<file path="config.mk">
export PLATFORM = sky130hd
export DESIGN_NAME = stepmotor_ctrl
export DESIGN_NICKNAME = d
export VERILOG_FILES = /design/src/rtl/stepmotor_pkg.sv /design/src/rtl/stepmotor_ctrl_tick.sv /design/src/rtl/stepmotor_ctrl.sv
export SDC_FILE = /design/constraint.sdc
export NUM_CORES = 1
export LEC_CHECK = 0
export ABC_AREA = 0
export CORE_MARGIN = 2
export CORE_UTILIZATION = 45
export CTS_CLUSTER_SIZE = 14
export DETAILED_ROUTE_END_ITERATION = 16
export GPL_TIMING_DRIVEN = 0
export PLACE_DENSITY = 0.69
export SKIP_LAST_GASP = 1
export SLEW_MARGIN = 30
export SYNTH_ARGS = -nofsm -noshare
export SYNTH_HDL_FRONTEND = slang
export SYNTH_SLANG_ARGS = --single-unit
</file>
<file path="constraint.sdc">
create_clock -name clk -period 6.3 [get_ports clk]
set_input_delay 1.26 -clock clk [delete_from_list [all_inputs] [get_ports clk]]
set_output_delay 1.26 -clock clk [all_outputs]
set_load 0.05 [all_outputs]
</file>
<file path="src/rtl/stepmotor_pkg.sv">
// Shared definitions for the stepper driver: mode codes, FSM states, coil phase table.
// Latency: n/a (package only).
// Backpressure: n/a.
package stepmotor_pkg;

    localparam logic [1:0] MODE_WAVE = 2'b00;
    localparam logic [1:0] MODE_FULL = 2'b01;
    localparam logic [1:0] MODE_HALF = 2'b10;

    typedef enum logic {
        IDLE = 1'b0,
        RUN  = 1'b1
    } state_t;

    // Eight-step half-step sequence. Even entries are two-coil (full) phases,
    // odd entries are single-coil (wave) phases. Bit order: {D, C, B, A}.
    function automatic logic [3:0] phase_coil(input logic [2:0] idx);
        logic [3:0] c;
        case (idx)
            3'd0:    c = 4'b0101;  // AC
            3'd1:    c = 4'b0001;  // A
            3'd2:    c = 4'b1001;  // DA
            3'd3:    c = 4'b1000;  // D
            3'd4:    c = 4'b1010;  // BD
            3'd5:    c = 4'b0010;  // B
            3'd6:    c = 4'b0110;  // CB
            default: c = 4'b0100;  // C
        endcase
        return c;
    endfunction

endpackage

</file>
<file path="src/rtl/stepmotor_ctrl_tick.sv">
// Step-period divider: counts clk cycles and raises tick once per effective period.
// Latency: tick is combinational from the count; first tick max(period,2) cycles after clr drops.
// Backpressure: none; clr holds the count at zero, period changes apply immediately.
// Ports:
//   clk, rst   clock, synchronous active-low reset
//   clr        force count to zero (takes priority over en)
//   en         count enable
//   period     cycles per tick, values below 2 behave as 2
//   tick       high for the cycle in which the count reaches the period
module step_tick #(
    parameter int DIV_W = 24
) (
    input  logic             clk,
    input  logic             rst,
    input  logic             clr,
    input  logic             en,
    input  logic [DIV_W-1:0] period,
    output logic             tick
);

    logic [DIV_W-1:0] div;
    logic [DIV_W-1:0] eff_period;

    always_comb begin
        eff_period = (period < DIV_W'(2)) ? DIV_W'(2) : period;
        // >= rather than == so that shrinking the period below the current
        // count fires on the next cycle instead of wrapping the counter.
        tick       = en && !clr && (div >= (eff_period - DIV_W'(1)));
    end

    always_ff @(posedge clk) begin
        if (!rst) begin
            div <= '0;
        end else if (clr) begin
            div <= '0;
        end else if (en) begin
            div <= tick ? '0 : div + DIV_W'(1);
        end
    end

endmodule

</file>
<file path="src/rtl/stepmotor_ctrl.sv">
// 4-coil unipolar stepper driver: wave / full / half-step, run-N or continuous, signed position.
// Latency: first coil change max(period,2) cycles after start is accepted; outputs registered.
// Backpressure: none; start is ignored unless IDLE with en=1, stop/en=0 abort immediately.
// Ports:
//   clk, rst             clock, synchronous active-low reset
//   en, start, stop      enable, 1-cycle run request, abort
//   dir, mode, period    direction (1=fwd), step mode, cycles per step (live)
//   steps                step count latched at start, 0 = continuous
//   coil                 {D,C,B,A} drive
//   step_pulse, busy     1-cycle pulse per coil change, high while running
//   done, pos            1-cycle finite-run completion, signed position
module stepmotor_ctrl
    import stepmotor_pkg::*;
#(
    parameter int DIV_W = 24,
    parameter int CNT_W = 16
) (
    input  logic             clk,
    input  logic             rst,
    input  logic             en,
    input  logic             start,
    input  logic             stop,
    input  logic             dir,
    input  logic [1:0]       mode,
    input  logic [DIV_W-1:0] period,
    input  logic [CNT_W-1:0] steps,
    output logic [3:0]       coil,
    output logic             step_pulse,
    output logic             busy,
    output logic             done,
    output logic [CNT_W-1:0] pos
);

    state_t           state, state_n;
    logic [2:0]       idx, idx_n;
    logic [2:0]       step_sz;
    logic [CNT_W-1:0] remain, remain_n;
    logic [CNT_W-1:0] pos_n;
    logic             step_pulse_n;
    logic             done_n;
    logic             run_go;
    logic             tick;

    // Divider only advances while a run continues this cycle; any exit or
    // idle time parks it at zero so the next start sees a full period.
    assign run_go = (state == RUN) && en && !stop;

    step_tick #(
        .DIV_W (DIV_W)
    ) u_tick (
        .clk    (clk),
        .rst    (rst),
        .clr    (!run_go),
        .en     (run_go),
        .period (period),
        .tick   (tick)
    );

    always_comb begin
        state_n      = state;
        idx_n        = idx;
        remain_n     = remain;
        pos_n        = pos;
        step_pulse_n = 1'b0;
        done_n       = 1'b0;
        step_sz      = 3'd1;

        case (state)
            IDLE: begin
                if (start && en && !stop) begin
                    state_n  = RUN;
                    remain_n = steps;
                end
            end
            RUN: begin
                if (!run_go) begin
                    state_n = IDLE;
                end else if (tick) begin
                    // Wave lives on odd indices, full on even. A jump of 2
                    // keeps parity; a jump of 1 realigns after a mode change.
                    case (mode)
                        MODE_HALF: step_sz = 3'd1;
                        MODE_WAVE: step_sz = idx[0] ? 3'd2 : 3'd1;
                        default:   step_sz = idx[0] ? 3'd1 : 3'd2;
                    endcase
                    idx_n        = dir ? idx + step_sz : idx - step_sz;
                    pos_n        = dir ? pos + CNT_W'(1) : pos - CNT_W'(1);
                    step_pulse_n = 1'b1;
                    // remain==0 in RUN means a continuous run.
                    if (remain != '0) begin
                        remain_n = remain - CNT_W'(1);
                        if (remain == CNT_W'(1)) begin
                            done_n  = 1'b1;
                            state_n = IDLE;
                        end
                    end
                end
            end
            default: state_n = IDLE;
        endcase
    end

    always_ff @(posedge clk) begin
        if (!rst) begin
            state      <= IDLE;
            idx        <= 3'd0;
            remain     <= '0;
            pos        <= '0;
            coil       <= 4'b0000;
            step_pulse <= 1'b0;
            done       <= 1'b0;
        end else begin
            state      <= state_n;
            idx        <= idx_n;
            remain     <= remain_n;
            pos        <= pos_n;
            coil       <= en ? phase_coil(idx_n) : 4'b0000;
            step_pulse <= step_pulse_n;
            done       <= done_n;
        end
    end

    assign busy = (state == RUN);

endmodule

</file>
* Yosys cells after proc, flatten, opt, wreduce, memory -nomap -nowiden
Index checks and enable logic that the tools add are counted. Widths: inputs -> output; s select.
Storage, ports and cells: register bits after elaboration 66, bits of input ports 48, output and inout port bits 23, word-level logic and storage cells 73
Cells by class: $add $sub $neg 7, magnitude comparators 2, equality and inequality tests 12, muxes and demuxes 26, bitwise logic cells 3, reductions and logical operators 15
Operator list (count):
- $mux 16 | 5
- $pmux 16 s2 | 1
- $sub 16x1->16 const B | 2
- $pmux 4 s7 | 1
- $add 24x1->24 const B | 1
- $ge 24x24->1 | 1
- $lt 24x2->1 const B | 1
- $mux 24 | 1
- $sub 24x1->24 const B | 1
- $mux 3 | 7
- $add 16x1->16 const B | 1
- $eq 16x1->1 const B | 1
- $reduce_bool 16->1 | 1
- $eq 3x3->1 const B | 3
- $mux 1 | 7
- $eq 3x2->1 const B | 2
- $ne 2x1->1 const B | 3
- $reduce_and 3->1 | 2
- $logic_and 1x1->1 | 5
- $reduce_and 5->1 | 1
- $mux 2 | 2
- $pmux 2 s2 | 1
- $reduce_and 4->1 | 1
- $add 3x3->3 | 1
- 11 further kinds | 13

* Logic depth before layout (Yosys ltp)
Gate-level depths: netlist of run 1.
depth after elaboration 15, depth in mapped cells 19, depth with buffers taken out 18

* Cells and area by module
From an unflattened synthesis of run 1, not the netlist that was laid out.
Unflattened totals: cell total of the unflattened synthesis 593, area total of the unflattened synthesis 4753.3 µm²
By module, submodules not included:
- stepmotor_ctrl | instances 1, cells each 343, area each 2756.4 µm², seq. area each 840.8 µm²
- step_tick | instances 1, cells each 250, area each 1996.9 µm², seq. area each 480.5 µm²

* Worst setup path before layout of run 1
OpenSTA, ideal clock, no wires.
path kind input port to flip-flop, start point input port period[4], end point register coil[2], library setup time 0.121 ns, data arrival time 5.206 ns, required time 6.179 ns, path slack 0.974 ns, stages on the path 17, path through or4_4 nor4b_4 nand4b_1 o31ai_1 ha_1 inv_1 or3_1 xor2_1 ha_1 nand2_1 nor3_1 a211oi_1 nor4_2 o211ai_2 nor2_1 xnor2_2 mux2_2
Between the ends: longest elaborated chain between the ends 10, elaborated cells between the ends (all ways) 16
RTL lines:
- start: declaration | line stepmotor_ctrl.sv:25 | input logic [DIV_W-1:0] period,
- $lt 24x2->1 | line stepmotor_ctrl_tick.sv:25 | eff_period = (period < DIV_W'(2)) ? DIV_W'(2) : period;
- $mux 24 (*) | line stepmotor_ctrl_tick.sv:25
- $sub 24x1->24 (*) | line stepmotor_ctrl_tick.sv:28 | tick = en && !clr && (div >= (eff_period - DIV_W'(1)));
- $ge 24x24->1 (*) | line stepmotor_ctrl_tick.sv:28
- $logic_and 1x1->1 (*) | line stepmotor_ctrl_tick.sv:28
- $mux 3 (*) | line stepmotor_ctrl.sv:78 | end else if (tick) begin
- $mux 3 (*) | line stepmotor_ctrl.sv:76 | if (!run_go) begin
- $mux 3 (*) | line stepmotor_ctrl.sv:68 | case (state)
- $eq 3x3->1, or another cell as far along | line stepmotor_pkg.sv:19 | case (idx)
- $pmux 4 s7 (*) | line stepmotor_pkg.sv:19
- end signal: assignment | line stepmotor_ctrl.sv:117 | coil <= en ? phase_coil(idx_n) : 4'b0000;
- end: declaration | line stepmotor_ctrl.sv:27 | output logic [3:0] coil,
Every way passes the cells marked *; elsewhere a longest branch is shown, timed or not. A chain may end at the register's enable or synchronous reset.

* Worst setup path after layout of run 1
Ends and elaborated chain as after synthesis.

==> out/summary.json, run 1 <==
{
  "outcome": {"value": "completed"},
  "numPortBuffers": {"value": 70},
  "antenna_violations_before_repair": {"value": 0},
  "regToRegEndpoint": {"value": "remain[11]$_SDFFE_PN0P_"},
  "worst_ir_drop_vdd": {"value": 0.126, "unit": "mV"},
  "hold_path_depth": {"value": 2},
  "route.antenna.remaining_nets": {"value": 0},
  "timing.critical_path.required": {"value": 6.53, "unit": "ns"},
  "grt_setup_unrepaired": {"value": "no"},
  "die-height": {"value": 105, "unit": "um"},
  "inserted_clock_buffers": {"value": 9},
  "synthToLayoutAreaGrowth": {"value": 24.7, "unit": "%"},
  "fp.coreArea": {"value": 0.0101, "unit": "mm2"},
  "design_power_total": {"value": 971, "unit": "uW"},
  "hpwl": {"value": 8.71, "unit": "mm"},
  "period_needed": {"value": 5.95, "unit": "ns"},
  "h-tree-depth": {"value": 3},
  "grt_pass1_wl": {"value": 19.5, "unit": "mm"},
  "synth_area_per_cell": {"value": 8.21, "unit": "um2"},
  "worst_path_class_setup": {"value": "input pin to flip-flop"},
  "synth_commonest_cells": {"value": "sky130_fd_sc_hd__nor2_1, sky130_fd_sc_hd__dfxtp_1, sky130_fd_sc_hd__ha_1, sky130_fd_sc_hd__nand2_1, sky130_fd_sc_hd__a21oi_1"},
  "grt_util_met2": {"value": 0.369},
  "place_area": {"value": 0.00550, "unit": "mm2"},
  "busiest_grt_layer": {"value": "met2"},
  "number_of_global_route_vias_before_repair": {"value": 4306},
  "die_w": {"value": 105, "unit": "um"},
  "starting_utilization_of_the_core_area": {"value": 0.457},
  "maximum_number_of_pins_on_one_net_before_global_route_repair": {"value": 16},
  "postSynthRegisterBits": {"value": 66},
  "slowest_stage": {"value": "sky130_fd_sc_hd__or4_4"},
  "fp.dieArea": {"value": 0.0111, "unit": "mm2"},
  "syn-cell-area": {"value": 0.00463, "unit": "mm2"},
  "final_hold_vios": {"value": 0},
  "synth_ff_type": {"value": "sky130_fd_sc_hd__dfxtp_1"},
  "fin_skew": {"value": 0.0117, "unit": "ns"},
  "final.period_utilization": {"value": 0.944},
  "cp_slowest_stage_delay": {"value": 0.61, "unit": "ns"},
  "critPathBufInv": {"value": 1},
  "hold_path.class": {"value": "flip-flop to flip-flop"},
  "clock_sink_count": {"value": 66},
  "worstHoldStart": {"value": "remain[9]$_SDFFE_PN0P_"},
  "synth_sequential_area_ratio": {"value": 0.285},
  "antenna_cells_inserted": {"value": 0},
  "worst_pin_slew": {"value": 0.586, "unit": "ns"},
  "cts_buffer_depth": {"value": 2},
  "routed_wirelength": {"value": 11.5, "unit": "mm"},
  "filler_cell_count": {"value": 960},
  "drt_first_iter_violations": {"value": 241},
  "design.final.nets": {"value": 742},
  "synth_enable_flop_cells": {"value": 0},
  "dr.pass1.iters": {"value": 4},
  "synth.net_count": {"value": 658},
  "met3_usage": {"value": 0.0322},
  "gr-usage-all-layers": {"value": 0.215},
  "worst_r2r_path_depth": {"value": 11},
  "critical_path_peak_fanout": {"value": 8},
  "whs_endpoint": {"value": "remain[9]$_SDFFE_PN0P_"},
  "std_cell_rows": {"value": 37},
  "timing.final.max_slew_violations": {"value": 0},
  "grt-ovfl-total": {"value": 0},
  "clock_latency": {"value": 0.34, "unit": "ns"},
  "post-place-ws": {"value": -0.207, "unit": "ns"},
  "post-route-drc-count": {"value": 0},
  "synthMostInstantiatedCell": {"value": "sky130_fd_sc_hd__nor2_1"},
  "ios": {"value": 71},
  "end_kind": {"value": "flip-flop"},
  "max_freq": {"value": 168, "unit": "MHz"},
  "clk_root_buffer_cell": {"value": "sky130_fd_sc_hd__clkbuf_8"},
  "globalplace.congestion": {"value": 0.947},
  "cellPowerDensity": {"value": 168, "unit": "mW/mm2"},
  "multiInputGateArea": {"value": 0.00322, "unit": "mm2"},
  "synthDistinctLibCells": {"value": 62},
  "ys_top_cells_by_area": {"value": "sky130_fd_sc_hd__dfxtp_1, sky130_fd_sc_hd__ha_1, sky130_fd_sc_hd__nor2_1, sky130_fd_sc_hd__xnor2_1, sky130_fd_sc_hd__xor2_1"},
  "routed-via-count": {"value": 4289},
  "ys_warn_count": {"value": 0},
  "drive_gt1_frac": {"value": 0.0766},
  "regArea": {"value": 0.00132, "unit": "mm2"},
  "setup-violations-final": {"value": 0},
  "setup_ws": {"value": 0.351, "unit": "ns"},
  "ff2ff_setup_slack": {"value": 3.53, "unit": "ns"},
  "stdcell_area": {"value": 0.00578, "unit": "mm2"},
  "cpLargestDelayFamily": {"value": "simple AND/OR/NAND/NOR gates"},
  "clkTransAtPathRegs": {"value": 0.08, "unit": "ns"},
  "routedWlPerCell": {"value": 14.6, "unit": "um"},
  "synth_top_area_cell": {"value": "sky130_fd_sc_hd__dfxtp_1"},
  "cellLeakagePower": {"value": 2.27, "unit": "nW"},
  "slew-limit-headroom": {"value": 0.609},
  "cts_tree": {"value": "yes"},
  "maxCapViolCount": {"value": 0},
  "worst-endpoint-arrival": {"value": 6.18, "unit": "ns"},
  "gr_met1_demand_resource": {"value": 0.275},
  "cp_cell_sequence": {"value": "clkdlybuf4s50_1 > or4_4 > nor4b_4 > nand4b_1 > o31ai_2 > ha_2 > nand3_1 > nor3_1 > xnor2_1 > ha_1 > and3_1 > nand4_1 > o211ai_1 > o211ai_4 > nor2_1 > xnor2_2 > mux2_2"},
  "ys_async_sr_fraction": {"value": 0},
  "synth_cells": {"value": 564},
  "r2r-start": {"value": "u_tick.div[0]$_SDFF_PP0_"},
  "setup.worst_path.start_class": {"value": "input pin"},
  "synth_top_cell_area_share": {"value": 0.285},
  "viasPerCell": {"value": 5.44}
}
-- what timing repair did --
| item | in CTS | in global routing |
|---|---|---|
| hold buffers | 0 | 0 |
| endpoints found under the setup margin | 0 | 58 |
| resized for setup | 0 | 7 |
| setup buffers | 0 | 3 |
-- cell type report --
type | instances | area share
Buffer | 16 | 0.0121
Clock buffer | 11 | 0.0227
Clock inverter | 5 | 0.0136
Inverter | 17 | 0.0110
Multi-Input combinational cell | 465 | 0.557
Sequential cell | 66 | 0.229
Tap cell | 136 | 0.0295
Timing Repair Buffer | 73 | 0.125
-- power breakdown --
group          switching, mW  internal (mW)  total (mW)  leakage, nW
logic                 0.0799         0.0753       0.155         1.63
registers            0.00649          0.422       0.429        0.533
clock network          0.164          0.223       0.387        0.107
-- worst max path at each step --
stage / startpoint / to / cells past startpoint
5_1_grt: period[4] / u_tick.div[6]$_SDFF_PP0_ / 17
3_5_place_dp: period[4] / coil[2]$_SDFF_PN0_ / 17
6_report: period[4] / coil[2]$_SDFF_PN0_ / 17
3_3_place_gp: period[4] / coil[2]$_SDFF_PN0_ / 17
2_1_floorplan: period[4] / coil[2]$_SDFF_PN0_ / 17
4_1_cts: period[4] / coil[2]$_SDFF_PN0_ / 17
-- worst register-to-register path: stages, from the launching register on --
cell,delay (ns)
sky130_fd_sc_hd__dfxtp_1,0.42
sky130_fd_sc_hd__inv_1,0.07
sky130_fd_sc_hd__ha_1,0.30
sky130_fd_sc_hd__nor3b_1,0.19
sky130_fd_sc_hd__o21ai_0,0.14
sky130_fd_sc_hd__a211oi_1,0.36
sky130_fd_sc_hd__nor4_4,0.11
sky130_fd_sc_hd__o221a_2,0.30
sky130_fd_sc_hd__o21ai_4,0.27
sky130_fd_sc_hd__buf_2,0.30
sky130_fd_sc_hd__nor2_1,0.08
sky130_fd_sc_hd__nor3_1,0.16
-- metrics by stage --
step	utilization	TNS, ns	hold slack [ns]	instances
finish	0.570	0	0.498	789
global route	0.570	0	0.514	789
CTS	0.563	0	0.492	786
detailed placement	0.543	-3.19	0.477	770
global placement	0.543	-0.736	0.456	770
floorplan	-	0	0.448	564
-- layout by cell type (no fill, tap or decap), types with 4 or more instances in the layout --
cell,count
sky130_fd_sc_hd__or3_1,8
sky130_fd_sc_hd__o22ai_1,6
sky130_fd_sc_hd__and3_1,12
sky130_fd_sc_hd__a41oi_1,4
sky130_fd_sc_hd__xnor2_1,33
sky130_fd_sc_hd__nor2b_1,6
sky130_fd_sc_hd__ha_1,43
sky130_fd_sc_hd__o31ai_1,5
sky130_fd_sc_hd__nand3_1,19
sky130_fd_sc_hd__clkbuf_1,12
sky130_fd_sc_hd__clkdlybuf4s50_1,70
sky130_fd_sc_hd__nand2_1,43
sky130_fd_sc_hd__o32ai_1,5
sky130_fd_sc_hd__xor2_1,25
sky130_fd_sc_hd__a21oi_1,34
sky130_fd_sc_hd__nor3_1,18
sky130_fd_sc_hd__a211oi_1,8
sky130_fd_sc_hd__mux2i_1,13
sky130_fd_sc_hd__nor4_1,7
sky130_fd_sc_hd__o21ai_0,14
sky130_fd_sc_hd__o211ai_1,6
sky130_fd_sc_hd__dfxtp_1,66
sky130_fd_sc_hd__buf_2,5
sky130_fd_sc_hd__inv_1,16
sky130_fd_sc_hd__and4_1,4
sky130_fd_sc_hd__clkbuf_8,9
sky130_fd_sc_hd__nor2_1,88
sky130_fd_sc_hd__nand2b_1,5
sky130_fd_sc_hd__and2_1,4
-- cell families after synthesis --
logic type / Yosys count / share of synthesized area
AOI/OAI and AO/OA: 104 / 0.147
muxes: 15 / 0.0330
adders and majority gates: 46 / 0.127
and+or+nand+nor: 241 / 0.266
DFF: 66 / 0.285
buffers and inverters: 33 / 0.0284
xor gates and xnor gates: 59 / 0.113
-- metal layers --
metal | up-vias | part of all wire
li1 | 2181 | -
met1 | 2001 | 0.46
met2 | 90 | 0.49
met3 | 17 | 0.037
met4 | 0 | 0.015
met5 | - | 0
-- state kept, by name, indices dropped and copies added, names as in the netlist --
register	cells
coil	4
idx	3
remain	16
done	1
busy	1
u_tick.div	24
step_pulse	1
pos	16
(Power assumes the default switching activity.)
==> run 2: changes to the inputs <==
--- a/config.mk
+++ b/config.mk
@@ -6,6 +6,7 @@
 export NUM_CORES = 1
 export LEC_CHECK = 0
 export ABC_AREA = 0
+export CAP_MARGIN = 20
 export CORE_MARGIN = 2
 export CORE_UTILIZATION = 45
 export CTS_CLUSTER_SIZE = 14
==> results of run 2 <==
Final layout, timing and power as in run 1 (identical DEF).
==> run 3: changes to the inputs <==
==> constraint.sdc (replaced) <==
create_clock -name clk -period 5.72 [get_ports clk]
set_input_delay 1.144 -clock clk [delete_from_list [all_inputs] [get_ports clk]]
set_output_delay 1.144 -clock clk [all_outputs]
set_load 0.05 [all_outputs]
==> out/summary.json, run 3 (synthesis results as in run 1) <==
{
  "outcome": {"value": "completed", "change": "unchanged"},
  "timing.critical_path.required": {"value": 5.94, "unit": "ns", "change": "was 6.53 ns"},
  "numPortBuffers": {"value": 70, "change": "unchanged"},
  "inserted_clock_buffers": {"value": 9, "change": "unchanged"},
  "maxCapViolCount": {"value": 0, "change": "unchanged"},
  "maximum_number_of_pins_on_one_net_before_global_route_repair": {"value": 16, "change": "unchanged"},
  "die_w": {"value": 105, "unit": "um", "change": "unchanged"},
  "met2RoutedLength": {"value": 5.81, "unit": "mm", "change": "was 5.63 mm"},
  "cellLeakagePower": {"value": 2.32, "unit": "nW", "change": "was 2.27 nW"},
  "critical_path_peak_fanout": {"value": 5, "change": "was 8"},
  "cts_tree": {"value": "yes", "change": "unchanged"},
  "routed_wirelength": {"value": 11.7, "unit": "mm", "change": "was 11.5 mm"},
  "cpLargestDelayFamily": {"value": "simple AND/OR/NAND/NOR gates", "change": "unchanged"},
  "drive_gt1_frac": {"value": 0.0912, "change": "was 0.0766"},
  "fin_setup_tns": {"value": 0, "unit": "ns", "change": "unchanged"},
  "worst_pin_slew": {"value": 0.589, "unit": "ns", "change": "was 0.586 ns"},
  "clock_sink_count": {"value": 66, "change": "unchanged"},
  "antenna_violations_before_repair": {"value": 0, "change": "unchanged"},
  "worst_ir_drop_vdd": {"value": 0.139, "unit": "mV", "change": "was 0.126 mV"},
  "end_kind": {"value": "flip-flop", "change": "unchanged"},
  "clkTransAtPathRegs": {"value": 0.08, "unit": "ns", "change": "about the same"},
  "hpwl": {"value": 8.71, "unit": "mm", "change": "unchanged"},
  "top_layer": {"value": "met4", "change": "unchanged"},
  "timing.final.max_slew_violations": {"value": 0, "change": "unchanged"},
  "worst-endpoint-arrival": {"value": 5.72, "unit": "ns", "change": "was 6.18 ns"},
  "clk_root_buffer_cell": {"value": "sky130_fd_sc_hd__clkbuf_8", "change": "unchanged"},
  "max_freq": {"value": 182, "unit": "MHz"},
  "routed-via-count": {"value": 4313, "change": "was 4289"},
  "worst_path_class_setup": {"value": "input pin to flip-flop", "change": "unchanged"},
  "final.period_utilization": {"value": 0.961},
  "starting_utilization_of_the_core_area": {"value": 0.457, "change": "unchanged"},
  "cellPowerDensity": {"value": 182, "unit": "mW/mm2", "change": "was 168 mW/mm2"},
  "dr.pass1.iters": {"value": 5, "change": "was 4"},
  "detailroute.wirelength.met3": {"value": 482, "unit": "um", "change": "was 425 um"},
  "largest_registers": {"value": "u_tick.div (24), pos (16), remain (16)", "change": "unchanged"},
  "cp_slowest_stage_delay": {"value": 0.58, "unit": "ns", "change": "was 0.61 ns"},
  "cp_cell_sequence": {"value": "clkdlybuf4s50_1 > or4_4 > nor4b_4 > nand4b_1 > buf_4 > nor2_4 > nor2_1 > ha_4 > nand3_2 > nor2b_1 > xnor2_1 > ha_1 > and3_1 > nand4_1 > o211ai_1 > o211ai_2 > buf_6 > mux2i_1 > nor2b_1 > mux2_2", "change": "was clkdlybuf4s50_1 > or4_4 > nor4b_4 > nand4b_1 > o31ai_2 > ha_2 > nand3_1 > nor3_1 > xnor2_1 > ha_1 > and3_1 > nand4_1 > o211ai_1 > o211ai_4 > nor2_1 > xnor2_2 > mux2_2"},
  "final_hold_vios": {"value": 0, "change": "unchanged"},
  "setup_ws": {"value": 0.223, "unit": "ns", "change": "was 0.351 ns"},
  "clock_latency": {"value": 0.34, "unit": "ns", "change": "about the same"},
  "grt_pass1_wl": {"value": 19.7, "unit": "mm", "change": "was 19.5 mm"},
  "fp.coreArea": {"value": 0.0101, "unit": "mm2", "change": "unchanged"},
  "synthToLayoutAreaGrowth": {"value": 26.9, "unit": "%", "change": "was 24.7%"},
  "largest_register_ffs": {"value": 24, "change": "unchanged"},
  "post-route-drc-count": {"value": 0, "change": "unchanged"},
  "critPathBufInv": {"value": 3, "change": "was 1"},
  "design.final.nets": {"value": 747, "change": "was 742"},
  "h-tree-depth": {"value": 3, "change": "unchanged"},
  "die-height": {"value": 105, "unit": "um", "change": "unchanged"},
  "ios": {"value": 71, "change": "unchanged"},
  "gr-usage-all-layers": {"value": 0.216, "change": "was 0.215"},
  "slew-limit-headroom": {"value": 0.607, "change": "was 0.609"},
  "number_of_global_route_vias_before_repair": {"value": 4335, "change": "was 4306"},
  "filler_cell_count": {"value": 943, "change": "was 960"},
  "grt-ovfl-total": {"value": 0, "change": "unchanged"},
  "layout_common_cells": {"value": "sky130_fd_sc_hd__nor2_1, sky130_fd_sc_hd__clkdlybuf4s50_1, sky130_fd_sc_hd__dfxtp_1, sky130_fd_sc_hd__nand2_1, sky130_fd_sc_hd__ha_1", "change": "unchanged"},
  "globalplace.congestion": {"value": 0.947, "change": "unchanged"},
  "antenna_cells_inserted": {"value": 0, "change": "unchanged"},
  "drt_first_iter_violations": {"value": 217, "change": "was 241"},
  "setup.worst_path.start_class": {"value": "input pin", "change": "unchanged"},
  "max_flop_register": {"value": "u_tick.div", "change": "unchanged"},
  "grt_setup_unrepaired": {"value": "no", "change": "unchanged"},
  "final_core_util": {"value": 0.580, "change": "was 0.570"},
  "fin_skew": {"value": 0.0114, "unit": "ns", "change": "was 0.0117 ns"},
  "std_cell_rows": {"value": 37, "change": "unchanged"},
  "slowest_stage": {"value": "sky130_fd_sc_hd__or4_4", "change": "unchanged"},
  "fp.dieArea": {"value": 0.0111, "unit": "mm2", "change": "unchanged"},
  "viasPerCell": {"value": 5.43, "change": "was 5.44"},
  "layout_commonest_cell": {"value": "sky130_fd_sc_hd__nor2_1", "change": "unchanged"},
  "wl_on_met1": {"value": 5.31, "unit": "mm", "change": "was 5.29 mm"},
  "routedWlPerCell": {"value": 14.7, "unit": "um", "change": "was 14.6 um"},
  "design_power_total": {"value": 1.07, "unit": "mW", "change": "was 971 uW"},
  "hold_path.class": {"value": "flip-flop to flip-flop", "change": "unchanged"},
  "ctsHoldBuffers": {"value": 0, "change": "unchanged"},
  "period_needed": {"value": 5.50, "unit": "ns"},
  "cts_buffer_depth": {"value": 2, "change": "unchanged"},
  "cpMostUsedCell": {"value": "sky130_fd_sc_hd__nor2b_1"},
  "finalHoldWorstSlack": {"value": 0.494, "unit": "ns", "change": "was 0.498 ns"},
  "post-place-ws": {"value": -0.671, "unit": "ns", "change": "was -0.207 ns"},
  "route.antenna.remaining_nets": {"value": 0, "change": "unchanged"},
  "setup-violations-final": {"value": 0, "change": "unchanged"}
}
## run 3: changes by cell type in the layout (fill, tap and decap cells not counted), sizes merged
cell / change
buf: +5
## run 3: final cells by class
cell class,instances,area (um2),area share
Clock inverter,5,78.8,0.0134
Clock buffer,11,131,0.0224
Sequential cell,66,1320,0.225
Buffer,16,87.6,0.0149
Inverter,17,63.8,0.0109
Multi-Input combinational cell,465,3260,0.555
Timing Repair Buffer,78,764,0.130
Tap cell,136,170,0.0290
## run 3: worst paths after layout
| check | from | to | slack (ns) | cells after the start |
|---|---|---|---|---|
| min reg2reg | remain[9]$_SDFFE_PN0P_ | remain[9]$_SDFFE_PN0P_ | 0.49 | 2 |
| min | remain[9]$_SDFFE_PN0P_ | remain[9]$_SDFFE_PN0P_ | 0.49 | 2 |
| max reg2reg | u_tick.div[0]$_SDFF_PP0_ | coil[2]$_SDFF_PN0_ | 3.03 | 10 |
| max | period[4] | coil[2]$_SDFF_PN0_ | 0.22 | 20 |
## run 3: layer usage
| layer | global-route usage | vias to the layer above |
|---|---|---|
| met4 | 0.0676 | 0 |
| met2 | 0.373 | 101 |
| li1 | - | 2195 |
| met5 | 0 | - |
| met1 | 0.277 | 2009 |
| met3 | 0.0328 | 8 |
## run 3: metrics by stage
stage / cell area, um2 / std cells
after floorplan: 4630 / 564
after global placement: 5500 / 770
after detailed placement: 5500 / 770
after CTS: 5770 / 790
after global routing: 5880 / 794
final: 5880 / 794
## run 3: repair_timing
action / in CTS / in global routing
pin swaps: 4 / 9
endpoints found under the setup margin: 60 / 62
gates resized for setup: 6 / 20
endpoints found under the hold margin: 0 / 0
buffers inserted: 4 / 4
## run 3: worst min-delay path: cells and delay by family, from the launching register on
kind | cells | cell delay (ns)
compound gates | 1 | 0.07
flops | 1 | 0.32
simple gates | 1 | 0.06
## run 3: power breakdown
| part | switching [mW] | leakage [nW] | internal (mW) |
|---|---|---|---|
| sequential | 0.00703 | 0.533 | 0.465 |
| combinational | 0.0905 | 1.68 | 0.0847 |
| clock | 0.179 | 0.107 | 0.245 |
==> edit 1, RTL diff (settings of run 2) <==
Add an input register stage for `period`, without a reset; this delays it by one clock. The other inputs are not delayed to match. Comments in the files are not updated.
--- a/src/rtl/stepmotor_ctrl.sv
+++ b/src/rtl/stepmotor_ctrl.sv
@@ -31,6 +31,12 @@
     output logic [CNT_W-1:0] pos
 );
 
+    logic [DIV_W-1:0] period_q;
+
+    always_ff @(posedge clk) begin
+        period_q <= period;
+    end
+
     state_t           state, state_n;
     logic [2:0]       idx, idx_n;
     logic [2:0]       step_sz;
@@ -52,7 +58,7 @@
         .rst    (rst),
         .clr    (!run_go),
         .en     (run_go),
-        .period (period),
+        .period (period_q),
         .tick   (tick)
     );
 
Formal check against the unedited RTL: not equivalent (Yosys sat finds a counterexample within 4 cycles, from zero or initial values and one cycle with rst low).
==> edit 1 against run 2 <==
  * Synthesized area rose by 17%
  * Power increased by 39%
  * Wire length rose by 13%
  * Cell area up 14%
  * Sequential cell count increased by 24
  * Die area is 16% higher
  * Non-clock buffer count grew 2
  * Critical path type is now reg -> reg
  * Largest cell class unchanged
  * First-iteration DRC count up 66%
  * Worst setup slack improved by 0.68 ns
  * Global-route usage is 0.96 points lower
  * Maximum frequency increased by 13%
==> edit 1: results (changes against run 2) <==
- path class of the lowest-slack min-delay path: reg -> reg
- RR Startpoint: period_q[16]$_DFF_P_
- top cell family by delay on the critical path: simple AND/OR/NAND/NOR gates
- largest fanout on the critical path: 10, +2
- number of nets in the layout: 810, +9.2%
- vias in the first global route: 4536, +5.3%
- relative slew slack: 0.509, -0.100
- Diodes inserted: 0, unchanged
- Post-Synth XOR/XNOR Area: 0.0939, -0.0193
- Ys Warns: 0, unchanged
- number of post-CTS setup repair buffers: 0, unchanged
- post-cts sizing count: 0, unchanged
- post-synthesis compound-gate area fraction: 0.164, +0.0175
- average vias per placed instance: 5.53, +1.6%
- biggest registers after layout: period_q (24), u_tick.div (24)
- total global routing track utilization: 0.205, -0.00962
- number of cells on the worst reg-to-reg path: 17, +6
- insertion delay of the later-clocked pin in the worst-skew pair: 0.35 ns
- Fill cells: 1080, +13%
- initial antenna violation count: 0, unchanged
- Fin Clk Skew: 0.00713 ns, -0.00454 ns
- length of the first detailed-routing pass in iterations: 5, +1
- wire length of the first global-routing pass: 21.3 mm, +9.3%
- maximum single-stage delay on the critical path: 0.62 ns
- clock buffer count from CTS: 9, unchanged
- number of placed instances, taps included: 852, +11%
- input/output buffers: 69, -1.4%
- top cells by area in the synthesized netlist: sky130_fd_sc_hd__dfxtp_1 (33%), sky130_fd_sc_hd__ha_1 (10%), sky130_fd_sc_hd__xnor2_1 (5.8%)
- mux cell area share after synthesis: 0.0301, -0.00288
- gate count of the mapped netlist: 636, +13%
- Reg clk slew, reported paths: 0.07 ns
- setup slack of the worst register-to-register path: 1.03 ns, -2.50 ns
- Post-Synthesis Net Count: 730, +11%
- worst hold stages: 2, unchanged
- total number of vias: 4796, +12%
- cell with the largest stage delay on the worst path: sky130_fd_sc_hd__or4_1
- pin count of the biggest net entering global routing: 17, +1
- Hold Crit Endpoint: remain[11]$_SDFFE_PN0P_
- proportion of register bits with asynchronous set or reset after synthesis: 0, unchanged
- buffer cell driving the clock tree root: sky130_fd_sc_hd__clkbuf_16
- half-perimeter wire length after placement: 9.79 mm, +12%
- adder-cell share of the synthesized area: 0.109, -0.0183
- buffer depth of the longest clock path: 2, unchanged
- leading cell types by count after synthesis: sky130_fd_sc_hd__dfxtp_1 (90), sky130_fd_sc_hd__nor2_1 (81), sky130_fd_sc_hd__nand2_1 (61), sky130_fd_sc_hd__ha_1 (44), sky130_fd_sc_hd__a21oi_1 (37)
- reg-to-reg critical path endpoint: coil[2]$_SDFF_PN0_
- Max VDD drop: 0.110 mV, -13%
- gpl congestion: 0.873, -7.8%
- first-iteration detailed-routing DRC count: 399, +66%
- critical hold path startpoint: remain[11]$_SDFFE_PN0P_
- Cell variety after synth: 61, -1.6%
- part of the Yosys area used for sequential elements: 0.333, +0.0479
- total routed wirelength: 13.0 mm, +13%
- Pleak: 2.57 nW, +13%
- layout cell share with drive strength beyond 1: 0.0555, -0.0211
- Final Max Tran Viols: 0, unchanged
- H-Tree Level Count: 3, unchanged
- most used flip-flop cell after synthesis: sky130_fd_sc_hd__dfxtp_1
- area after detailed placement: 6280 sq um, +14%
- status: completed
[edit 1: area by class of cell]
type | count | area, sq um | area share
timing repair buffer | 69 | 691 | 0.105
sequential | 90 | 1800 | 0.273
tap | 147 | 184 | 0.0278
multi-input combinational | 502 | 3430 | 0.519
clock buffer | 9 | 225 | 0.0341
inverter | 22 | 82.6 | 0.0125
buffer | 22 | 97.6 | 0.0148
clock inverter | 7 | 100 | 0.0151
[edit 1: stage by stage]
stage	hold WS, ns	setup WS (ns)
after floorplan	0.441	2.00
after detailed placement	0.472	1.14
after global placement	0.462	1.18
after global routing	0.500	0.531
final	0.484	1.03
after CTS	0.481	1.05
[edit 1: kinds of logic after synthesis]
kind of cell	Yosys count
AND/OR/NAND/NOR	253
adder cells (fa/ha/maj)	46
multiplexers	16
AO/OA/AOI/OAI	129
buffers and inverters	44
XOR/XNOR	58
flip-flops	90
[edit 1: report_power, final]
group	leakage [nW]	switching, mW	internal [mW]
Sequential	0.736	0.0151	0.582
Combinational	1.67	0.0803	0.0757
Clock	0.161	0.240	0.352
[edit 1: how the worst max path moves through the flow]
| stage | startpoint | endpoint |
|---|---|---|
| 2_1_floorplan | period_q[4]$_DFF_P_ | u_tick.div[10]$_SDFF_PP0_ |
| 3_3_place_gp | period_q[16]$_DFF_P_ | coil[2]$_SDFF_PN0_ |
| 3_5_place_dp | period_q[16]$_DFF_P_ | coil[3]$_SDFF_PN0_ |
| 4_1_cts | period_q[16]$_DFF_P_ | coil[2]$_SDFF_PN0_ |
| 5_1_grt | period_q[16]$_DFF_P_ | coil[3]$_SDFF_PN0_ |
| 6_report | period_q[16]$_DFF_P_ | coil[2]$_SDFF_PN0_ |
[edit 1: worst register-to-register path, cell delays in order, from the launching register on]
cell,delay [ns]
sky130_fd_sc_hd__dfxtp_1,0.35
sky130_fd_sc_hd__or4_1,0.62
sky130_fd_sc_hd__nor4b_2,0.52
sky130_fd_sc_hd__nand3_1,0.13
sky130_fd_sc_hd__o21ai_0,0.28
sky130_fd_sc_hd__ha_1,0.29
sky130_fd_sc_hd__nand3_1,0.23
sky130_fd_sc_hd__nor4_1,0.30
sky130_fd_sc_hd__xnor2_1,0.17
sky130_fd_sc_hd__ha_1,0.24
sky130_fd_sc_hd__and3_1,0.19
sky130_fd_sc_hd__nor2b_1,0.15
sky130_fd_sc_hd__o31a_1,0.34
sky130_fd_sc_hd__o21ai_0,0.62
sky130_fd_sc_hd__nor2_1,0.14
sky130_fd_sc_hd__buf_2,0.27
sky130_fd_sc_hd__a211oi_1,0.24
sky130_fd_sc_hd__a211oi_1,0.07
[edit 1: metal layers]
metal	vias to the layer above	share of wire	global-route usage
met2	106	0.47	0.352
met4	0	0.014	0.0650
met1	2243	0.47	0.258
li1	2431	-	-
met5	-	0	0
met3	16	0.046	0.0430
==> edit 2, RTL diff (settings of run 2) <==
Made on the original files. `DIV_W` is set to 24 in 2 places; all go to 16.
--- a/src/rtl/stepmotor_ctrl_tick.sv
+++ b/src/rtl/stepmotor_ctrl_tick.sv
@@ -8,7 +8,7 @@
 //   period     cycles per tick, values below 2 behave as 2
 //   tick       high for the cycle in which the count reaches the period
 module step_tick #(
-    parameter int DIV_W = 24
+    parameter int DIV_W = 16
 ) (
     input  logic             clk,
     input  logic             rst,
--- a/src/rtl/stepmotor_ctrl.sv
+++ b/src/rtl/stepmotor_ctrl.sv
@@ -12,7 +12,7 @@
 module stepmotor_ctrl
     import stepmotor_pkg::*;
 #(
-    parameter int DIV_W = 24,
+    parameter int DIV_W = 16,
     parameter int CNT_W = 16
 ) (
     input  logic             clk,
Interface: changed (resized period); port bits go from 71 to 63. No check against the original RTL was run, so the function may have changed too.
==> edit 2 against run 2 <==
  * Worst setup slack gained 0.18 ns
  * Synthesized area shrank 13%
  * Combinational power shrank 19%
  * Maximum frequency grew 3.2%
  * Power shrank 15%
  * Critical path type unchanged
  * Cell area shrank 14%
  * Sequential share of layout area grew 0.52 points
  * Sequential cell count shrank 8
  * Wire length shrank 18%
  * Largest power group unchanged
  * Count of clock-buffer cells in the layout shrank 1
  * Critical endpoint is now pos[4]$_SDFFE_PN0P_
  * Synthesized cell count shrank 12%
==> edit 2: results (changes against run 2) <==
- number of placed instances, taps included: 668, -13%
- fraction of met3 tracks used by global routing: 0.0262, -0.00592
- leading cell types by count after synthesis: sky130_fd_sc_hd__nor2_1 (61), sky130_fd_sc_hd__dfxtp_1 (58), sky130_fd_sc_hd__nand2_1 (53), sky130_fd_sc_hd__a21oi_1 (48), sky130_fd_sc_hd__ha_1 (36)
- worst hold margin: 0.466 ns, -0.0318 ns
- sequential group share of total power: 0.453, +0.011
- Cell variety after synth: 54, -13%
- Routed wire per std cell: 13.8 microns, -5.1%
- clock network power: 0.329 mW, -15%
- largest fanout on the critical path: 10, +2
- total global routing track utilization: 0.198, -0.0168
- Fill cells: 852, -11%
- number of nets in the layout: 649, -13%
- Routed met2 length: 4.64 mm, -18%
- global-route congestion overflow total: 0, unchanged
- cell with the largest stage delay on the worst path: sky130_fd_sc_hd__or4_1
- Pleak: 1.89 nW, -17%
- mux cell area share after synthesis: 0.0233, -0.00962
- Fin Clk Skew: 0.0102 ns, -0.00143 ns
- Post-Synthesis Net Count: 576, -12%
- half-perimeter wire length after placement: 7.40 mm, -15%
- total number of vias: 3826, -11%
- first-iteration detailed-routing DRC count: 141, -41%
- biggest registers after layout: pos (16), remain (16), u_tick.div (16)
- post-place setup slack: 0.168 ns, +0.375 ns
- sequential power: 0.376 mW, -12%
- critical hold path startpoint: pos[10]$_SDFFE_PN0P_
- setup slack of the worst register-to-register path: 3.40 ns, -0.13 ns
- Worst Tran Pin Value: 0.629 ns, +0.0431 ns
- GR Layer Usage met2: 0.346, -0.0232
- RR Startpoint: idx[0]$_SDFF_PN0_
- GRT met1 Usage: 0.238, -0.0378
- status: completed
- mean instance size in the synthesized netlist: 8.08 sq um, -1.7%
- post-synthesis compound-gate area fraction: 0.216, +0.0693
- input/output buffers: 62, -11%
- pin count of the biggest net entering global routing: 17, +1
- Post-Synth XOR/XNOR Area: 0.0849, -0.0282
- met3 wire len: 338 microns, -20%
- Hold Crit Endpoint: pos[10]$_SDFFE_PN0P_
- area after detailed placement: 4780 sq um, -13%
- reg-to-reg critical path endpoint: coil[3]$_SDFF_PN0_
- adder-cell share of the synthesized area: 0.122, -0.00553
- Max VDD drop: 0.103 mV, -18%
- non-filler instance count after layout: 684, -13%
- part of the Yosys area used for sequential elements: 0.289, +0.00349
- Arr. time, crit path: 6.03 ns, -0.15 ns
- ratio of final minimum period to clock period: 0.915, -0.0289
- top cells by area in the synthesized netlist: sky130_fd_sc_hd__dfxtp_1 (29%), sky130_fd_sc_hd__ha_1 (11%), sky130_fd_sc_hd__a21oi_1 (6.0%)
- maximum single-stage delay on the critical path: 0.57 ns, -0.04 ns
- wire length of the first global-routing pass: 15.9 mm, -18%
-- edit 2: changes by cell type after synthesis, moves of 7 or more --
| cell | before | now |
|---|---|---|
| sky130_fd_sc_hd__xor2_1 | 25 | 14 |
| sky130_fd_sc_hd__a21oi_1 | 34 | 48 |
| sky130_fd_sc_hd__nand2_1 | 43 | 53 |
| sky130_fd_sc_hd__nor2_1 | 88 | 61 |
| sky130_fd_sc_hd__o21ai_0 | 14 | 25 |
| sky130_fd_sc_hd__a21boi_0 | 0 | 7 |
| sky130_fd_sc_hd__mux2i_1 | 13 | 6 |
| sky130_fd_sc_hd__xnor2_1 | 33 | 25 |
| sky130_fd_sc_hd__dfxtp_1 | 66 | 58 |
| sky130_fd_sc_hd__ha_1 | 44 | 36 |
-- edit 2: area by class of cell --
class / count / area (sq um) / share of cell area
Sequential cell: 58 / 1160 / 0.234
Clock inverter: 6 / 57.6 / 0.0116
Timing Repair Buffer: 62 / 621 / 0.125
Multi-Input combinational cell: 410 / 2740 / 0.552
Tap cell: 108 / 135 / 0.0272
Inverter: 16 / 60.1 / 0.0121
Clock buffer: 10 / 128 / 0.0257
Buffer: 14 / 62.6 / 0.0126
-- edit 2: how the worst max path moves through the flow --
stage | from | to | cells after the start
after detailed placement | period[6] | remain[13]$_SDFFE_PN0P_ | 19
after floorplan | period[9] | coil[0]$_SDFF_PN0_ | 17
after global routing | period[6] | remain[13]$_SDFFE_PN0P_ | 19
after CTS | period[6] | remain[13]$_SDFFE_PN0P_ | 19
final | period[6] | pos[4]$_SDFFE_PN0P_ | 18
after global placement | period[6] | remain[13]$_SDFFE_PN0P_ | 19
